$ cat src/rtl/i_exp_sequencer.sv
// Integer-only exp sequencer for one softmax element: range reduction by iterative
// subtraction, second-order polynomial on the remainder, then arithmetic shift by z.
module i_exp_sequencer #(
  parameter int BITS_CHOICE = 0,
  parameter int ZMAX        = 30
) (
  input  logic               clk,
  input  logic               rst_n,
  input  logic               in_valid,
  output logic               in_ready,
  input  logic signed [31:0] in_q,
  input  logic signed [31:0] cfg_q_ln2,
  input  logic signed [31:0] cfg_q_b,
  input  logic signed [31:0] cfg_q_c,
  output logic               out_valid,
  input  logic               out_ready,
  output logic signed [31:0] out_q,
  output logic [5:0]         out_z,
  output logic               out_underflow,
  output logic               busy
);

  typedef enum logic [1:0] {S_IDLE, S_REDUCE, S_POLY, S_DONE} state_t;

  localparam logic [5:0] ZMAX_Z = 6'(ZMAX);

  state_t             state_q, state_d;
  logic [32:0]        r_q, r_d;
  logic [5:0]         z_q, z_d;
  logic signed [31:0] p_q, p_d;
  logic               uf_q, uf_d;
  logic signed [31:0] ln2_q, ln2_d;
  logic signed [31:0] b_q, b_d;
  logic signed [31:0] c_q, c_d;
  logic signed [31:0] res_q, res_d;
  logic [5:0]         zo_q, zo_d;
  logic               ufo_q, ufo_d;

  logic               r_ge;
  logic signed [31:0] sum;
  logic signed [63:0] prod;
  logic signed [31:0] poly;

  always_ff @(posedge clk) begin
    if (!rst_n) begin
      state_q <= S_IDLE;
      r_q     <= '0;
      z_q     <= '0;
      p_q     <= '0;
      uf_q    <= 1'b0;
      ln2_q   <= '0;
      b_q     <= '0;
      c_q     <= '0;
      res_q   <= '0;
      zo_q    <= '0;
      ufo_q   <= 1'b0;
    end else begin
      state_q <= state_d;
      r_q     <= r_d;
      z_q     <= z_d;
      p_q     <= p_d;
      uf_q    <= uf_d;
      ln2_q   <= ln2_d;
      b_q     <= b_d;
      c_q     <= c_d;
      res_q   <= res_d;
      zo_q    <= zo_d;
      ufo_q   <= ufo_d;
    end
  end

  always_comb begin
    state_d = state_q;
    r_d     = r_q;
    z_d     = z_q;
    p_d     = p_q;
    uf_d    = uf_q;
    ln2_d   = ln2_q;
    b_d     = b_q;
    c_d     = c_q;
    res_d   = res_q;
    zo_d    = zo_q;
    ufo_d   = ufo_q;

    // r is kept 33 bits wide so that -(-2^31) stays positive
    r_ge = $signed({1'b0, r_q}) >= $signed({{2{ln2_q[31]}}, ln2_q});
    sum  = p_q + b_q;
    prod = sum * p_q;
    poly = 32'(prod >>> BITS_CHOICE) + c_q;

    unique case (state_q)
      S_IDLE: begin
        if (in_valid) begin
          ln2_d   = cfg_q_ln2;
          b_d     = cfg_q_b;
          c_d     = cfg_q_c;
          r_d     = (in_q > 0) ? 33'd0 : 33'd0 - {in_q[31], in_q};
          z_d     = '0;
          state_d = S_REDUCE;
        end
      end
      S_REDUCE: begin
        if (r_ge && (z_q < ZMAX_Z)) begin
          r_d = 33'(r_q - {{1{ln2_q[31]}}, ln2_q});
          z_d = z_q + 6'd1;
        end else begin
          p_d     = 32'd0 - r_q[31:0];
          uf_d    = r_ge;
          state_d = S_POLY;
        end
      end
      S_POLY: begin
        res_d   = uf_q ? 32'sd0 : (poly >>> z_q);
        zo_d    = z_q;
        ufo_d   = uf_q;
        state_d = S_DONE;
      end
      S_DONE: begin
        if (out_ready) state_d = S_IDLE;
      end
      default: state_d = S_IDLE;
    endcase
  end

  assign in_ready      = (state_q == S_IDLE);
  assign out_valid     = (state_q == S_DONE);
  assign busy          = (state_q != S_IDLE);
  assign out_q         = res_q;
  assign out_z         = zo_q;
  assign out_underflow = ufo_q;

endmodule
$ cat config.mk
export PLATFORM = sky130hd
export DESIGN_NAME = i_exp_sequencer
export DESIGN_NICKNAME = d
export VERILOG_FILES = /design/src/rtl/i_exp_sequencer.sv
export SDC_FILE = /design/constraint.sdc
export NUM_CORES = 2
export LEC_CHECK = 0
export BUFFER_PORTS_ARGS = -buffer_cell sky130_fd_sc_hd__buf_4
export CORE_MARGIN = 2
export CORE_UTILIZATION = 30
export CTS_CLUSTER_SIZE = 14
export DETAILED_ROUTE_END_ITERATION = 12
export SYNTH_ARGS = -nofsm -noshare
export SYNTH_HDL_FRONTEND = slang
export SYNTH_SLANG_ARGS = --single-unit
$ cat constraint.sdc
create_clock -name clk -period 28 [get_ports clk]
set_input_delay 0 -clock clk [delete_from_list [all_inputs] [get_ports clk]]
set_output_delay 0 -clock clk [all_outputs]
set_load 0.01 [all_outputs]
==> flow_results.xml <==
<?xml version="1.0" encoding="UTF-8"?>
<metrics>
  <group name="sta">
    <metric name="clock_skew" unit="ns">0.02892</metric>
    <metric name="timing.final.setup_violations" unit="">0</metric>
    <metric name="finalHoldViolations" unit="">0</metric>
    <metric name="unrepaired_setup_endpoints_after_global_routing" unit="">no</metric>
    <metric name="min_period_over_period" unit="">0.4149</metric>
    <metric name="setup_total_negative_slack" unit="ns">0</metric>
    <metric name="clock.fmax" unit="GHz">0.08608</metric>
    <metric name="tightestPinTransition" unit="ns">1.323</metric>
    <metric name="finalMaxSlewViolations" unit="">0</metric>
    <metric name="timing.slew.headroom" unit="">0.1150</metric>
    <metric name="final.min_clock_period" unit="ns">11.62</metric>
  </group>
  <group name="floorplanning">
    <metric name="num_rows" unit="">119</metric>
    <metric name="core" unit="sq um">105000</metric>
    <metric name="initial_utilization" unit="">0.3015</metric>
    <metric name="die-width" unit="um">328.8</metric>
    <metric name="die_h" unit="um">328.8</metric>
    <metric name="design.portCount" unit="">174</metric>
    <metric name="design.die.area" unit="sq um">108100</metric>
  </group>
  <group name="clock_tree">
    <metric name="cts.htree.levels" unit="">1</metric>
    <metric name="cts_max_path_buffers" unit="">3</metric>
    <metric name="cts_inserted_buffers" unit="">28</metric>
    <metric name="clock_tree.root_cell" unit="">clkbuf_16</metric>
    <metric name="clk_latency" unit="ns">0.62</metric>
    <metric name="clkSlewWorstSetupHoldPaths" unit="ns">0.06</metric>
    <metric name="tritoncts_clock_tree" unit="">done</metric>
    <metric name="clock_sinks" unit="">209</metric>
    <metric name="post-cts-setup-buffer-count" unit="">0</metric>
  </group>
  <group name="route">
    <metric name="route.detailed.drc" unit="">0</metric>
    <metric name="routed_wire_length_per_instance" unit="um">18.05</metric>
    <metric name="post_drt_via_cell_ratio" unit="">4.947</metric>
    <metric name="detailroute.via_count" unit="">27090</metric>
    <metric name="drtAntennaViolNets" unit="">0</metric>
    <metric name="detail_route.wirelength" unit="mm">98.87</metric>
    <metric name="detail_route.first_pass.iterations" unit="">5</metric>
    <metric name="first_iter_violations" unit="">1757</metric>
  </group>
  <group name="synth">
    <metric name="mappedNetlistArea" unit="sq um">31640</metric>
    <metric name="syn_nets" unit="">4640</metric>
    <metric name="synthesis_warning_total" unit="">0</metric>
    <metric name="ys_dominant_reg_cell" unit="">dfxtp_1</metric>
    <metric name="synth.avg_cell_area" unit="sq um">8.232</metric>
    <metric name="synth_largest_area_cell" unit="">fa_1</metric>
    <metric name="synth_seq_cells" unit="">209</metric>
    <metric name="ys_seq_area_frac" unit="">0.1322</metric>
    <metric name="post_synth_main_area_contributors" unit="">fa_1, dfxtp_1, ha_1, inv_1, nand2_1</metric>
    <metric name="synth_enable_flop_cells" unit="">0</metric>
    <metric name="netlist_instances" unit="">3844</metric>
    <metric name="async_flop_share" unit="">0</metric>
    <metric name="synth.lib_cells_used.distinct" unit="">91</metric>
    <metric name="synth.top_cell.area_share" unit="">0.2784</metric>
  </group>
  <group name="layout">
    <metric name="nNetsFinal" unit="">4858</metric>
    <metric name="final_layout_size_suffix_gt1_frac" unit="">0.08548</metric>
    <metric name="flow.area_growth_from_synthesis" unit="%">16.49</metric>
  </group>
  <group name="setup_path">
    <metric name="timing_worst_setup_path_type" unit="">flop to flop</metric>
    <metric name="timing.rr.end" unit="">out_q[5]</metric>
    <metric name="setup.reg_to_reg.worst_slack" unit="ns">16.38</metric>
    <metric name="worst_r2r_path_depth" unit="">38</metric>
    <metric name="worstSetupStartpoint" unit="">b_q[0]</metric>
    <metric name="slowest_stage" unit="">xnor2_1</metric>
    <metric name="worst_path_most_repeated_cell" unit="">fa_1</metric>
    <metric name="timing.critical_path.slowest_cell_delay" unit="ns">0.71</metric>
    <metric name="critical_path.startpoint_type" unit="">flop</metric>
    <metric name="timing.rr.start" unit="">b_q[0]</metric>
    <metric name="required" unit="ns">28.57</metric>
    <metric name="worstSetupEndpoint" unit="">out_q[5]</metric>
    <metric name="setup.worst_path.end_class" unit="">flop</metric>
    <metric name="crit_fanout" unit="">27</metric>
    <metric name="signal_arrival_time_at_the_worst_endpoint" unit="ns">12.19</metric>
  </group>
  <group name="global_route">
    <metric name="grt_start_max_net_pins" unit="">95</metric>
    <metric name="wire_length_of_the_first_global_routing_pass" unit="mm">156.7</metric>
    <metric name="via_count_of_the_first_global_routing_pass" unit="">27880</metric>
    <metric name="global_route.usage.total" unit="">0.1831</metric>
    <metric name="grt_overflow" unit="">0</metric>
    <metric name="grt_antenna_before_repair" unit="">0</metric>
  </group>
  <group name="flow_run">
    <metric name="max_cap_violations" unit="">0</metric>
  </group>
  <group name="place">
    <metric name="place_congestion" unit="">0.8798</metric>
    <metric name="port_buffers" unit="">173</metric>
    <metric name="post-dp-hpwl" unit="mm">74.30</metric>
  </group>
  <group name="min_path">
    <metric name="worstHoldPathType" unit="">input pin to flop</metric>
  </group>
  <group name="outcome">
    <metric name="status" unit="">completed</metric>
  </group>
</metrics>
## through the flow
step	hold slack, ns	std cells	util	setup slack (ns)	cell area [sq um]
floorplan	0.1360	3844	-	17.61	31640
detailed placement	0.2572	5262	0.3266	16.38	34280
global placement	0.2519	5262	0.3266	16.57	34280
global route	0.06086	5474	0.3511	15.67	36860
CTS	0.003883	5474	0.3511	16.37	36860
finish	0.03938	5476	0.3512	16.38	36860
## Yosys cell counts, drive strengths merged, types with 19 or more instances
cell type,instances
nand2b,43
clkbuf,198
xnor2,127
dfxtp,209
nor2b,53
xor2,43
nor2,128
a31oi,29
and2,282
nor3,49
ha,224
o21ai,87
mux2i,34
nand2,584
a211oi,50
a21oi,276
nand3,23
a22oi,19
fa,440
a21o,56
inv,608
## critical path, delay by kind of cell, from the launching register on
family	cells	cell delay, ns
fa+ha+maj	11	5.02
compound gates	14	3.23
xor+xnor	4	1.92
simple gates	4	0.75
flops	1	0.35
buf+inv	5	0.29
## placed cells by master (no fill, tap or decap), types with 15 or more instances in the layout
cell type,instances
nand2_1,582
nand2b_1,43
nor3_1,49
a22oi_1,19
nand4_1,16
dlygate4sd3_1,161
ha_1,224
nor2b_1,53
o21a_1,15
inv_1,607
mux2i_1,34
fa_1,439
a31oi_1,28
a21oi_1,275
xnor2_1,123
clkbuf_16,28
and3_1,18
a211oi_1,50
nand3_1,23
nor2_1,124
dfxtp_1,207
nor4_1,18
and2_1,281
o21ai_0,82
buf_4,234
xor2_1,42
a21o_1,53
## flip-flops by register name (all words and copies together), names as in the netlist
| name | count |
|---|---|
| uf_q | 1 |
| z_q | 6 |
| out_underflow | 1 |
| c_q | 32 |
| p_q | 32 |
| ln2_q | 32 |
| out_q | 32 |
| r_q | 33 |
| state_q | 2 |
| b_q | 32 |
| out_z | 6 |
## metal layers
metal	GRT usage	vias to the layer above	wire, um
met5	0	-	0
met4	0.06919	0	4011
met3	0.02008	186	4855
met1	0.2322	13390	41470
met2	0.3184	802	48530
li1	-	12710	-
## layout make-up
type | count | area (sq um)
fillers | 10920 | 68110
clock buffers | 34 | 743.2
diodes | 2 | 5.005
well taps | 1391 | 1740
repair buffers | 395 | 3368
inverters | 611 | 2298
multi-input cells | 2817 | 24300
clock inverters | 17 | 222.7
flip-flops and latches | 209 | 4187
## worst min path at each step
stage | from | to | slack [ns] | depth (start not counted)
floorplan | cfg_q_c[17] | c_q[17] | 0.14 | 2
global placement | cfg_q_ln2[22] | ln2_q[22] | 0.25 | 3
CTS | in_q[1] | r_q[7] | 0.004 | 5
global route | in_q[1] | r_q[7] | 0.06 | 5
detailed placement | cfg_q_ln2[22] | ln2_q[22] | 0.26 | 3
finish | in_q[1] | r_q[7] | 0.04 | 5
## cell families after synthesis
logic type | after synthesis | synth area share
compound gates | 660 | 0.1322
xor+xnor | 180 | 0.05476
fa+ha+maj | 664 | 0.3669
buf+inv | 818 | 0.1024
flops | 209 | 0.1322
mux | 51 | 0.01894
simple gates | 1262 | 0.1925
## repair_timing
item                                   CTS  global route
hold buffers                           161             0
gates resized for setup                  0             0
endpoints found under the hold margin  143             0
Power is left out: the tool's default activity adds up to more than one toggle a clock period on the data nets, which glitch-free logic cannot reach.
